--- src/rtl/config_reg_pkg.sv ---
// Shared types and defaults for the double-buffered configuration
// register bank.
package config_reg_pkg;

  typedef enum logic [2:0] {
    adc0_reg         = 3'd0,
    adc1_reg         = 3'd1,
    temp_sensor0_reg = 3'd2,
    temp_sensor1_reg = 3'd3,
    analog_test      = 3'd4,
    digital_test     = 3'd5,
    amp_gain         = 3'd6,
    digital_config   = 3'd7
  } e_reg;

  typedef enum logic {
    IDLE = 1'b0,
    RESP = 1'b1
  } e_state;

  localparam int DEF_DATA_W   = 16;
  localparam int DEF_NUM_REGS = 8;

  // reg 4 (analog_test) powers up as 16'hABCD, all others 0
  localparam logic [DEF_NUM_REGS*DEF_DATA_W-1:0] DEFAULT_RESET_VALS =
    128'h0000_0000_0000_ABCD_0000_0000_0000_0000;

endpackage

--- src/rtl/config_reg_cell.sv ---
// One shadow/active register pair: byte-strobed writes land in
// shadow, commit copies shadow into active.
module config_reg_cell #(
  parameter int                DATA_W  = 16,
  parameter logic [DATA_W-1:0] RST_VAL = '0
) (
  input  logic                clk,
  input  logic                rst_n,
  input  logic                we_i,
  input  logic [DATA_W/8-1:0] wstrb_i,
  input  logic [DATA_W-1:0]   wdata_i,
  input  logic                commit_i,
  output logic [DATA_W-1:0]   shadow_o,
  output logic [DATA_W-1:0]   active_o,
  output logic                diff_o
);

  logic [DATA_W-1:0] shadow_q, shadow_d;
  logic [DATA_W-1:0] active_q, active_d;

  always_comb begin
    shadow_d = shadow_q;
    if (we_i) begin
      for (int b = 0; b < DATA_W/8; b++) begin
        if (wstrb_i[b]) shadow_d[b*8 +: 8] = wdata_i[b*8 +: 8];
      end
    end
  end

  // commit takes the pre-edge shadow, so a same-edge write stays pending
  assign active_d = commit_i ? shadow_q : active_q;
  assign diff_o   = shadow_d != active_d;

  always_ff @(posedge clk or negedge rst_n) begin
    if (!rst_n) begin
      shadow_q <= RST_VAL;
      active_q <= RST_VAL;
    end else begin
      shadow_q <= shadow_d;
      active_q <= active_d;
    end
  end

  assign shadow_o = shadow_q;
  assign active_o = active_q;

endmodule

--- src/rtl/config_reg_bank.sv ---
// Double-buffered config register bank behind a valid/ready
// request/response port with strobes, RO masking, lock and errors.
module config_reg_bank
  import config_reg_pkg::*;
#(
  parameter int DATA_W   = 16,
  parameter int NUM_REGS = 8,
  parameter int ADDR_W   = $clog2(NUM_REGS),
  parameter logic [NUM_REGS*DATA_W-1:0] RESET_VALS = DEFAULT_RESET_VALS,
  parameter logic [NUM_REGS-1:0]        RO_MASK    = '0
) (
  input  logic                       clk,
  input  logic                       reset,
  input  logic                       req_valid,
  output logic                       req_ready,
  input  logic                       req_write,
  input  logic [ADDR_W-1:0]          req_addr,
  input  logic [DATA_W-1:0]          req_wdata,
  input  logic [DATA_W/8-1:0]        req_wstrb,
  input  logic                       rd_active,
  output logic                       rsp_valid,
  input  logic                       rsp_ready,
  output logic [DATA_W-1:0]          rsp_rdata,
  output logic                       rsp_err,
  input  logic                       commit,
  input  logic                       lock,
  output logic [NUM_REGS*DATA_W-1:0] cfg_out,
  output logic                       pending
);

  logic [DATA_W-1:0]   shadow_w [NUM_REGS];
  logic [DATA_W-1:0]   active_w [NUM_REGS];
  logic [NUM_REGS-1:0] we;
  logic [NUM_REGS-1:0] diff;

  e_state            state_q;
  logic              rsp_valid_q;
  logic              rsp_err_q;
  logic [DATA_W-1:0] rsp_rdata_q;
  logic              pending_q;

  logic              accept;
  logic              oob;
  logic              ro;
  logic              err;
  logic [DATA_W-1:0] rd;

  assign req_ready = reset && (state_q == IDLE);
  assign accept    = req_valid && req_ready;
  assign oob       = {1'b0, req_addr} >= (ADDR_W+1)'(NUM_REGS);

  always_comb begin
    ro = 1'b0;
    rd = '0;
    for (int i = 0; i < NUM_REGS; i++) begin
      if (req_addr == ADDR_W'(i)) begin
        ro = RO_MASK[i];
        rd = rd_active ? active_w[i] : shadow_w[i];
      end
    end
  end

  assign err = oob || (req_write && (ro || lock));

  for (genvar i = 0; i < NUM_REGS; i++) begin : g_reg
    assign we[i] = accept && req_write && !err &&
                   (req_addr == ADDR_W'(i));

    config_reg_cell #(
      .DATA_W  (DATA_W),
      .RST_VAL (RESET_VALS[i*DATA_W +: DATA_W])
    ) u_cell (
      .clk      (clk),
      .rst_n    (reset),
      .we_i     (we[i]),
      .wstrb_i  (req_wstrb),
      .wdata_i  (req_wdata),
      .commit_i (commit),
      .shadow_o (shadow_w[i]),
      .active_o (active_w[i]),
      .diff_o   (diff[i])
    );

    assign cfg_out[i*DATA_W +: DATA_W] = active_w[i];
  end

  always_ff @(posedge clk or negedge reset) begin
    if (!reset) begin
      state_q     <= IDLE;
      rsp_valid_q <= 1'b0;
      rsp_err_q   <= 1'b0;
      rsp_rdata_q <= '0;
    end else begin
      unique case (state_q)
        IDLE: begin
          if (accept) begin
            state_q     <= RESP;
            rsp_valid_q <= 1'b1;
            rsp_err_q   <= err;
            rsp_rdata_q <= (err || req_write) ? '0 : rd;
          end
        end
        RESP: begin
          if (rsp_ready) begin
            state_q     <= IDLE;
            rsp_valid_q <= 1'b0;
            rsp_err_q   <= 1'b0;
            rsp_rdata_q <= '0;
          end
        end
        default: state_q <= IDLE;
      endcase
    end
  end

  always_ff @(posedge clk or negedge reset) begin
    if (!reset) pending_q <= 1'b0;
    else        pending_q <= |diff;
  end

  assign rsp_valid = rsp_valid_q;
  assign rsp_err   = rsp_err_q;
  assign rsp_rdata = rsp_rdata_q;
  assign pending   = pending_q;

endmodule

--- config.mk ---
export PLATFORM = sky130hd
export DESIGN_NAME = config_reg_bank
export DESIGN_NICKNAME = d
export VERILOG_FILES = /design/src/rtl/config_reg_pkg.sv /design/src/rtl/config_reg_cell.sv /design/src/rtl/config_reg_bank.sv
export SDC_FILE = /design/constraint.sdc
export NUM_CORES = 1
export LEC_CHECK = 0
export BUFFER_PORTS_ARGS = -buffer_cell sky130_fd_sc_hd__buf_2
export CAP_MARGIN = 40
export CORE_AREA = 4 4 158 160
export DETAILED_ROUTE_END_ITERATION = 6
export DIE_AREA = 0 0 162 164
export HOLD_SLACK_MARGIN = 0.08
export PLACE_DENSITY = 0.85
export RECOVER_POWER = 50
export SKIP_CTS_REPAIR_TIMING = 1
export SKIP_LAST_GASP = 1
export SYNTH_ARGS = -nofsm -noshare
export SYNTH_HDL_FRONTEND = slang
export SYNTH_SLANG_ARGS = --single-unit
export TNS_END_PERCENT = 100
--- constraint.sdc ---
create_clock -name clk -period 9.7 [get_ports clk]
set_input_delay 0.485 -clock clk [delete_from_list [all_inputs] [get_ports clk]]
set_output_delay 0.485 -clock clk [all_outputs]
set_load 0.02 [all_outputs]
**Yosys cells after proc, flatten, opt, wreduce, memory -nomap -nowiden**

Index checks and enable logic that the tools add are counted.
Widths: inputs -> output; s select.

- Multiplexer cells: 60
- Bitwise logic cells: 1
- Eq/ne operators: 17
- Reductions and logical operators: 18

Operators with widths:

| operator | count |
|---|---|
| $mux 16 | 35 |
| $mux 8 | 16 |
| $ne 16x16->1 | 8 |
| $pmux 16 s2 | 1 |
| $logic_and 1x1->1 | 13 |
| $eq 3x3->1 const B | 4 |
| $reduce_or 8->1 | 1 |
| $eq 3x2->1 const B | 2 |
| $pmux 1 s2 | 3 |
| $mux 1 | 5 |
| $ne 2x2->1 const B | 2 |
| $eq 3x1->1 const B | 1 |
| $logic_not 3->1 | 1 |
| $reduce_and 2->1 | 1 |
| $logic_not 1->1 | 1 |
| $logic_or 1x1->1 | 1 |
| $not 1->1 | 1 |

- Input bits: 29
- Output and inout bits: 148
- Bits in registers: 276
- Word-level logic and storage cells: 117

**Logic depth before layout (Yosys ltp)**

Gate-level depths: netlist (run 1).

- Depth in word-level cells: 12
- Depth in mapped cells: 14
- Mapped depth without buffers: 9

**Cells and area by module**

From an unflattened synthesis (run 1), not the netlist that was laid out.

- Cell total of the unflattened synthesis: 1610
- Area total of the unflattened synthesis: 17847.1 µm²

By module, submodules not included:

| module | instances | area each (µm²) | seq. area each (µm²) | cells each |
|---|---|---|---|---|
| config_reg_cell at g_reg[0].u_cell ... | 7 | 1821.7 | 800.8 | 151 |
| config_reg_bank | 1 | 3248.1 | 500.5 | 402 |
| config_reg_cell at g_reg[4].u_cell | 1 | 1846.8 | 825.8 | 151 |

**Worst setup path before layout (run 1)**

No wires, ideal clock.

- Kind: input to register
- From: input commit
- To: register pending_q (netlist: pending)
- Cell stages on the path: 11
- Arrival: 3.165 ns
- Setup time: 0.139 ns
- Setup slack: 6.397 ns
- Path buffers: 5
- Required time: 9.561 ns
- Path through: buf_2 -> buf_2 -> buf_2 -> buf_2 -> buf_1 -> mux2i_1 -> o22ai_1 -> a211oi_1 -> nand4_1 -> or4_1 -> or4b_1

- Cells in the longest elaborated chain, start to end: 3
- Elaborated cells on any way between the ends: 17
- Those cells by class: eq/ne (8); mux (8); reduce/logical (1)

RTL lines:

| element | RTL line | RTL |
|---|---|---|
| start: declaration | config_reg_bank.sv:25 | `input logic commit,` |
| $mux 16 | config_reg_cell.sv:31 | `assign active_d = commit_i ? shadow_q : active_q;` |
| $ne 16x16->1 | config_reg_cell.sv:32 | `assign diff_o = shadow_d != active_d;` |
| $reduce_or 8->1 (*) | config_reg_bank.sv:118 | `else pending_q <= \|diff;` |
| end signal: assignment | config_reg_bank.sv:118 |  |
| end: declaration | config_reg_bank.sv:40 | `logic pending_q;` |

Mark *: on every way between the ends. The rest lies on a longest branch, timed or not.
A chain may end at the register's enable or synchronous reset.

**Final worst setup path (run 1)**

Ends and elaborated chain as after synthesis.

==> results.md, run 1 <==
* Slew margin rel. at -1.10
* Post-synth top area cell: dfrtp_1
* Reg clk slew, reported paths at 70 ps
* Finish-stage setup viols at 0
* Rows at 56
* PortBufs at 176
* Top_reg_cell synth: dfrtp_1
* Post-route ant nets at 0
* Largest net degree at the start of global routing at 120
* GRT Total Usage at 0.455
* Skew-Pair Late Insertion Delay at 570 ps
* Worst setup SP type: input port
* Layout Area Growth over Synthesis at 13.1%
* Die Area at 26600 sq um
* Overflow after GRT at 0
* Total routed wirelength at 60500 um
* Final nets at 1507
* Io pins at 177
* Final hold vios at 0
* First-pass iteration count of the detailed router at 7
* Iteration-0 DRC Markers at 2004
* # fillers at 1789
* GPL Wtd Cong at 1.13
* Post-synth EDFFs at 0
* Seq. cell area at 6930 sq um
* Mapped cell area at 14800 sq um
* Crit Path Category: in2reg
* Synth Net Count at 1363
* CTS Buf Count at 29
* Cells after synthesis at 1334
* Max Root-Sink Buffers at 3
* Total power at 3.03 mW
* Via/cell ratio at 7.11
* Synth top area cells: dfrtp_1, mux2_2, mux2i_1
* Peak VDD IR at 0.174 mV
* Fmax at 0.133 GHz
* Min cycle time layout at 7540 ps
* H-tree Lvls at 1
* Static leakage at 8.65 nW
* Top-area cell type share of the netlist area at 0.433
* Die H at 164 um
* Setup TNS at 0 ps
* Core box area at 23400 sq um
* Starting density of the core at 0.632
* Footprint of the multi-input gates at 7100 sq um
* Share of cells above drive strength 1 at 0.168
* CP max FO at 47
* Die X at 162 um
* Final period util at 0.777
* Ys Warns at 0
* DP HPWL at 43800 um
* Place WS at 4150 ps
* Measured slew at the worst slew-check pin at 3150 ps
* CTS Sinks at 276
* Worst Skew at 16.8 ps
* Final core occ at 0.715
* Syn_area_per_cell at 11.1 sq um
* CTS tree: built
* Worst Setup End Kind: register
* Initial antenna violation count at 3
* Worst Hold Class: in2reg
* Root Driver: clkbuf_16
* FF+latch count, synth at 276
* Post-synth ARST share at 1.00
* Fin Hold WS at 154 ps
* Routed len/inst at 33.3 um
* Vias in the first global route at 12900
* Slew Viols, Final at 139
* Cell Pwr Density at 181 nW/um^2
* First-pass GRT wire length at 87800 um
* Max Cap Viol at 3
* RSZ-0062 raised after global routing: false
* Seq/Total Area, Yosys at 0.469
* DR vias at 12900
* Outcome: finished with violations
* Ant. Diodes at 0
* Critical path arrival at 7980 ps
* Remaining DRCs at 1
* WP data required at 10140 ps
* Slack of the critical path at 2160 ps
* Failing checks: DRC, capacitance limit, slew limit
* Netlist cell types at 68
==> report_power, final <==
part | internal (mW) | leakage, nW | switching (mW)
Sequential | 1.24 | 3.71 | 0.0791
Clock | 0.635 | 0.462 | 0.482
Combinational | 0.189 | 4.48 | 0.408
==> through the flow <==
stage	instance area (sq um)	instances
6_report	16700	1820
5_1_grt	16700	1820
4_1_cts	16900	1819
3_5_place_dp	16000	1765
3_3_place_gp	15800	1759
2_1_floorplan	14800	1334
==> synth_stat cells, drive strengths merged, types with 9 or more instances <==
library cell	number
dfrtp	256
mux2	168
mux2i	163
inv	95
o22ai	72
nand2	69
buf	52
a21oi	51
nor2	45
clkbuf	35
xor2	31
a22oi	27
nand4	23
nor4	21
dfstp	20
nor3	20
a22o	15
nand3	14
o31ai	14
o21ai	13
and3	12
o2bb2ai	12
o22a	10
a211oi	9
nor3b	9
o41ai	9
==> kinds of logic after synthesis <==
| group | after synthesis | synth area share |
|---|---|---|
| multiplexers | 331 | 0.238 |
| AND/OR/NAND/NOR | 246 | 0.0984 |
| buffers and inverters | 183 | 0.0517 |
| AO/OA/AOI/OAI | 265 | 0.124 |
| XOR/XNOR | 33 | 0.0195 |
| flip-flops | 276 | 0.469 |
==> placed cells by master, fill, tap and decap left out, drive strengths merged, types with 6 or more instances in the layout <==
| master | synthesis | routed |
|---|---|---|
| o2bb2ai | 12 | 12 |
| clkbuf | 35 | 151 |
| o21ai | 13 | 13 |
| a22oi | 27 | 27 |
| dfstp | 20 | 20 |
| inv | 95 | 96 |
| nand2 | 69 | 69 |
| nor4 | 21 | 21 |
| o31ai | 14 | 14 |
| o22ai | 72 | 72 |
| a211oi | 9 | 9 |
| buf | 52 | 91 |
| o41ai | 9 | 9 |
| nand4 | 23 | 23 |
| mux2i | 163 | 163 |
| nor3 | 20 | 20 |
| a21oi | 51 | 51 |
| o22a | 10 | 10 |
| nor2 | 45 | 45 |
| xor2 | 31 | 31 |
| and3 | 12 | 12 |
| mux2 | 168 | 168 |
| clkinv | 1 | 9 |
| a22o | 15 | 15 |
| nor3b | 9 | 9 |
| nand3 | 14 | 14 |
| a221oi | 6 | 6 |
| dfrtp | 256 | 256 |
==> worst max-delay path, cell delays in order <==
cell and delay (ps):
clkbuf_1 1840, clkbuf_1 2330, mux2i_1 650, a22oi_1 430
o22ai_1 120, or4_1 550, nor4_1 340, nand4_1 140
or4_1 510, or4b_1 520
==> per-layer routing <==
| layer | global-route usage | vias to the layer above | wire (um) |
|---|---|---|---|
| met5 | 0.0246 | - | 120 |
| met4 | 0.235 | 8 | 3930 |
| met3 | 0.147 | 273 | 8430 |
| met2 | 0.679 | 1125 | 26000 |
| met1 | 0.597 | 6316 | 22100 |
| li1 | - | 5212 | - |
==> cell type report <==
class                           instances  area share
Sequential cell                       276       0.414
Clock buffer                           43      0.0489
Tap cell                              319      0.0239
Clock inverter                         11     0.00651
Timing Repair Buffer                  200      0.0606
Inverter                               96      0.0215
Multi-Input combinational cell        875       0.424
==> registers in the layout, indices dropped and copies added, names as in the netlist <==
signal	count
g.u_cell.active_o	128
g.u_cell.shadow_o	128
pending	1
rsp_err	1
rsp_rdata	16
rsp_valid	1
state_q	1
==> path summary, 6_finish.rpt <==
| check | startpoint | to | slack (ps) | cells after the start |
|---|---|---|---|---|
| max in group asynchronous | reset | g_reg[4].u_cell.active_o[7]$_DFF_PN1_ | 7170 | 4 |
| min in group asynchronous | reset | state_q$_DFF_PN0_ | 560 | 2 |
| worst max register to register | state_q$_DFF_PN0_ | pending$_DFF_PN0_ | 4850 | 8 |
| worst min-delay path | rsp_ready | state_q$_DFF_PN0_ | 150 | 2 |
| worst min register to register | rsp_rdata[8]$_DFFE_PN0P_ | rsp_rdata[8]$_DFFE_PN0P_ | 460 | 2 |
| worst max-delay path | commit | pending$_DFF_PN0_ | 2160 | 10 |
Power figures use the tool's default switching activity.
==> run 2, diff against run 1 <==
- ABC_AREA: not set -> 1
- CORE_AREA: 4 4 158 160 -> 4 4 174 176
- DIE_AREA: 0 0 162 164 -> 0 0 178 180
- PLACE_DENSITY: 0.85 -> 0.8
- clock period: 9.7 -> 7.74 ns (I/O delays scaled with it)
==> run 2 against run 1 <==
  * The flow finishes with violations (capacitance limit, slew limit)
  * Via count is 37% higher
  * Sequential share of layout area shrank 4.8 points
  * Flip-flop and latch count unchanged
  * Power up 31%
  * Largest power group unchanged
  * Synthesized cell count rose by 94%
  * Non-clock buffer count is 3 lower
==> results.md, run 2 <==
* Outcome: finished with violations
* Failing checks: capacitance limit, slew limit
* Cell Pwr Density at 210 nW/um^2
* Syn_area_per_cell at 6.58 sq um
* Critical path arrival at 5570 ps
* Synth Net Count at 2611
* Fmax at 0.196 GHz
* Initial antenna violation count at 8
* Synth top area cells: dfrtp_1, nand2_1, inv_1
* Mapped cell area at 17000 sq um
* Max Root-Sink Buffers at 3
* Io pins at 177
* Final hold vios at 0
* Post-synth top area cell: dfrtp_1
* Worst Setup End Kind: register
* GPL Wtd Cong at 0.959
* Place WS at 4050 ps
* Seq/Total Area, Yosys at 0.408
* PortBufs at 176
* Worst Setup SP: commit
* Static leakage at 10.6 nW
* Share of cells above drive strength 1 at 0.0516
* Iteration-0 DRC Markers at 2519
* Slack of the critical path at 2630 ps
* Measured slew at the worst slew-check pin at 3860 ps
* Final nets at 2718
* Post-synth ARST share at 1.00
* R2r startpoint: state_q$_DFF_PN0_
* Via/cell ratio at 5.71
* Worst setup SP type: input port
* DP HPWL at 37300 um
* Finish-stage setup viols at 0
* Min cycle time layout at 5110 ps
* Root Driver: clkbuf_16
* WP data required at 8200 ps
* FF+latch count, synth at 276
* Most frequent cell after synthesis: nand2_1
* Routed len/inst at 18.2 um
* Die H at 180 um
* Overflow after GRT at 0
* Remaining DRCs at 0
* Starting density of the core at 0.593
* Die Area at 32000 sq um
* Total routed wirelength at 56300 um
* Setup TNS at 0 ps
* Die X at 178 um
* Largest net degree at the start of global routing at 148
* RSZ-0062 raised after global routing: false
* Top_reg_cell synth: dfrtp_1
* Skew-Pair Late Insertion Delay at 570 ps
* Slew Viols, Final at 390
* Slew margin rel. at -1.57
* Ys Warns at 0
* Final period util at 0.661
* CTS Sinks at 276
* Cells after synthesis at 2582
* GRT Total Usage at 0.344
* Rows at 62
* Commonest cells in the netlist: nand2_1, inv_1, o21ai_0, dfrtp_1, nand3_1
* Leading cell type in the layout, fill and taps excluded: nand2_1
* First-pass iteration count of the detailed router at 6
* Post-route ant nets at 0
* Vias in the first global route at 16200
* First-pass GRT wire length at 88600 um
* CP max FO at 94
* Commonest cells after routing, fill and taps aside: nand2_1, inv_1, o21ai_0
* Fin Hold WS at 149 ps
* Crit Path Category: in2reg
* Reg clk slew, reported paths at 60 ps
* Netlist cell types at 29
* Max Cap Viol at 4
* CTS tree: built
* H-tree Lvls at 1
* CTS Buf Count at 31
* Worst Hold Class: in2reg
* Hold Crit Start: lock
* Layout Area Growth over Synthesis at 11.3%
* DR vias at 17700
* Top-area cell type share of the netlist area at 0.377
* Worst Skew at 17.4 ps
* Final core occ at 0.661
* Peak VDD IR at 0.159 mV
* Post-synth EDFFs at 0
* Core box area at 28600 sq um
run 2: changes by cell type after synthesis, moves of 26 or more:
cell | previous run | this run
o21ai_0 | 13 | 278
clkbuf_1 | 35 | 68
a22oi_1 | 27 | 0
nand3_1 | 9 | 249
xor2_1 | 31 | 5
nor2_1 | 45 | 84
o22ai_1 | 72 | 0
nand2_1 | 69 | 857
inv_1 | 95 | 508
o211ai_1 | 4 | 72
mux2i_1 | 163 | 0
mux2_2 | 166 | 0
run 2: worst paths after layout:
kind	endpoint	slack (ps)	cells after the start
setup / recovery	pending$_DFF_PN0_	2630	13
hold / removal	rsp_err$_DFFE_PN0P_	150	3
setup reg to reg	pending$_DFF_PN0_	4260	17
hold reg to reg	rsp_rdata[13]$_DFFE_PN0P_	480	2
max in group asynchronous	g_reg[3].u_cell.active_o[13]$_DFF_PN0_	3200	4
min in group asynchronous	g_reg[1].u_cell.active_o[9]$_DFF_PN0_	370	2
run 2: final cells by class:
cell class	count	area [sq um]
timing repair buffer	197	882
sequential	276	6930
fill	2551	9720
inverter	517	1940
clock inverter	11	158
clock buffer	45	918
tap	384	480
antenna	5	12.5
multi-input combinational	1666	7590
run 2: layer usage:
metal  track usage  vias to the layer above  share of wire
met5             0                        -        0.00036
met1         0.491                     8147           0.39
met2         0.514                     1105           0.44
met3        0.0689                      173           0.12
met4         0.137                        2          0.049
li1              -                     8279              -
run 2: logic make-up after synthesis:
logic type	count (synthesis)	synth area share
buffers and inverters	640	0.146
flip-flops	276	0.408
AND/OR/NAND/NOR	1219	0.297
AO/OA/AOI/OAI	442	0.147
XOR/XNOR	5	0.00258
run 2: critical path, cell delays in order:
cell and delay (ps):
buf_6 410, clkbuf_1 2760, o21ai_0 770, inv_1 200, nand2_1 90, nand2_1 70
nand2_1 60, nor2_1 90, nand2_1 70, nor2_1 200, nand2_1 120, nor2_1 220
nand2_1 80
run 2: power breakdown:
| part | internal, mW | switching (mW) | leakage, nW | total, mW |
|---|---|---|---|---|
| combinational | 0.202 | 0.552 | 7.27 | 0.755 |
| clock | 0.948 | 0.625 | 0.533 | 1.57 |
| sequential | 1.56 | 0.0912 | 2.78 | 1.65 |
| total | 2.71 | 1.27 | 10.6 | 3.97 |
run 2: per-stage QoR:
step	power [mW]	instance area, sq um	instances
after floorplan	2.13	17000	2582
after global placement	2.39	18000	3036
after detailed placement	2.41	18000	3038
after CTS	3.97	19100	3094
after global routing	4.14	18900	3097
final	3.97	18900	3101
==> run 3, diff against run 2 <==
- CORE_AREA: 4 4 174 176 -> 4 4 183 185
- DIE_AREA: 0 0 178 180 -> 0 0 187 189
- PLACE_DENSITY: 0.8 -> 0.76
- clock period: 7.74 -> 4.3 ns (I/O delays scaled with it)
==> run 3 against run 2 <==
  * The run still ends with capacitance limit, slew limit left
  * Wire length rose by 1.5%
  * Critical path depth rose by 3
  * Setup slack got worse by 1800 ps
  * Sequential power rose by 79%
  * First-iteration DRC count fell by 14%
  * Power rose by 79%
  * Count of clock-buffer cells in the layout fell by 3
  * Combinational power rose by 83%
==> results.md, run 3 (same netlist as run 2, synthesis figures left out) <==
* Outcome: finished with violations
* Failing checks: capacitance limit, slew limit
* Initial antenna violation count at 3
* GRT Total Usage at 0.316
* WP data required at 4760 ps
* Commonest cells after routing, fill and taps aside: nand2_1, inv_1, o21ai_0
* First-pass iteration count of the detailed router at 6
* First-pass GRT wire length at 89800 um
* Fin cells at 3146
* Vias in the first global route at 16300
* Remaining DRCs at 0
* Worst Hold Class: in2async
* Die Area at 35300 sq um
* CP dominant cell by count: nand2_1
* CTS Sinks at 276
* Critical path depth at 16
* Place WS at 997 ps
* Finish-stage setup viols at 0
* CTS tree: built
* Critical path arrival at 3940 ps
* Total routed wirelength at 57200 um
* Overflow after GRT at 0
* Slack of the critical path at 819 ps
* Die H at 189 um
* Total power at 7.11 mW
* Static leakage at 10.8 nW
* Core box area at 32000 sq um
* Slew margin rel. at -0.585
* CP max FO at 45
* PortBufs at 176
* Max Cap Viol at 3
* Min cycle time layout at 3480 ps
* Cell Pwr Density at 370 nW/um^2
* DR vias at 17500
* Root Driver: clkbuf_16
* GPL Wtd Cong at 0.981
* Iteration-0 DRC Markers at 2177
* Bufs and invs on worst path at 3
* # fillers at 2985
* Post-route ant nets at 0
* Peak VDD IR at 0.290 mV
* H-tree Lvls at 1
* Largest net degree at the start of global routing at 120
* Io pins at 177
* Final hold vios at 0
* Crit Path Category: in2reg
* Via/cell ratio at 5.57
* Leading cell type in the layout, fill and taps excluded: nand2_1
* CTS Buf Count at 31
* Rows at 66
* Skew-Pair Late Insertion Delay at 580 ps
* Worst Setup End Kind: register
* Crit-path slowest cell: dlygate4sd3_1
* Final nets at 2743
* Fin Hold WS at 90.6 ps
* Final period util at 0.809
* Routed len/inst at 18.2 um
* Crit-path cells: dlygate4sd3_1, buf_8, nand3_1, nor2_4, buf_4, nand2_2, nand2_1, nand3_1, nand2_1, nand3_1, nor2_1, nand2_1, nor2_1, nand2_1, nor2_1, nand2_1
* Measured slew at the worst slew-check pin at 2380 ps
* Worst reg2reg path depth at 15
* RSZ-0062 raised after global routing: false
* Worst setup SP type: input port
* Starting density of the core at 0.530
* CP delay by family, top: simple AND/OR/NAND/NOR gates
* DP HPWL at 39700 um
* Placed Cells at 3084
* Slew Viols, Final at 215
* Max Root-Sink Buffers at 3
* Largest stage delay, worst path at 560 ps
* Setup TNS at 0 ps
* Reg clk slew, reported paths at 60 ps
* Share of cells above drive strength 1 at 0.0786
* Die X at 187 um
* Layout Area Growth over Synthesis at 13.0%
* Worst Skew at 13.8 ps
* Fmax at 0.287 GHz
-- run 3: cell count changes in the layout (fill, tap and decap cells not counted), moves of 3 or more --
cell / previous run / this run
buf_4: 13 / 35
buf_2: 30 / 81
dlygate4sd3_1: 2 / 5
clkinv_2: 6 / 9
clkbuf_1: 152 / 98
clkbuf_8: 9 / 6
diode_2: 5 / 2
-- run 3: area by class of cell --
cell class	instances	area, sq um	area share
Multi-Input combinational cell	1666	7590	0.395
Sequential cell	276	6930	0.361
Inverter	517	1940	0.101
Timing Repair Buffer	222	1180	0.0616
Clock buffer	42	877	0.0457
Tap cell	408	510	0.0266
Clock inverter	13	165	0.00860
Antenna cell	2	5.00	0.000261
-- run 3: report_power, final --
| group | internal (mW) | switching, mW | total (mW) |
|---|---|---|---|
| Sequential | 2.80 | 0.164 | 2.96 |
| Clock | 1.65 | 1.11 | 2.76 |
| Combinational | 0.385 | 0.995 | 1.38 |
| Total | 4.83 | 2.27 | 7.11 |
-- run 3: path summary, 6_finish.rpt --
check                                          from                                     end  slack (ps)
setup / recovery                              reset                       pending$_DFF_PN0_         820
hold / removal                                reset   g_reg[6].u_cell.shadow_o[8]$_DFF_PN0_          90
setup reg to reg                  state_q$_DFF_PN0_                       pending$_DFF_PN0_         890
hold reg to reg            rsp_rdata[4]$_DFFE_PN0P_                rsp_rdata[4]$_DFFE_PN0P_         480
max in group asynchronous                     reset  g_reg[3].u_cell.active_o[13]$_DFF_PN0_        1620
min in group clk                          req_write                rsp_rdata[8]$_DFFE_PN0P_         120
-- run 3: per-stage QoR --
| step | utilization | instance area [sq um] |
|---|---|---|
| 2_1_floorplan | - | 17000 |
| 6_report | 0.599 | 19200 |
| 5_1_grt | 0.599 | 19200 |
| 3_3_place_gp | 0.567 | 18200 |
| 3_5_place_dp | 0.569 | 18200 |
| 4_1_cts | 0.602 | 19300 |
-- run 3: per-layer routing --
metal,up-vias,track usage,part of all wire
met1,8101,0.448,0.41
li1,8313,-,-
met4,2,0.129,0.049
met3,181,0.0522,0.10
met2,916,0.485,0.44
met5,-,0,0.00023
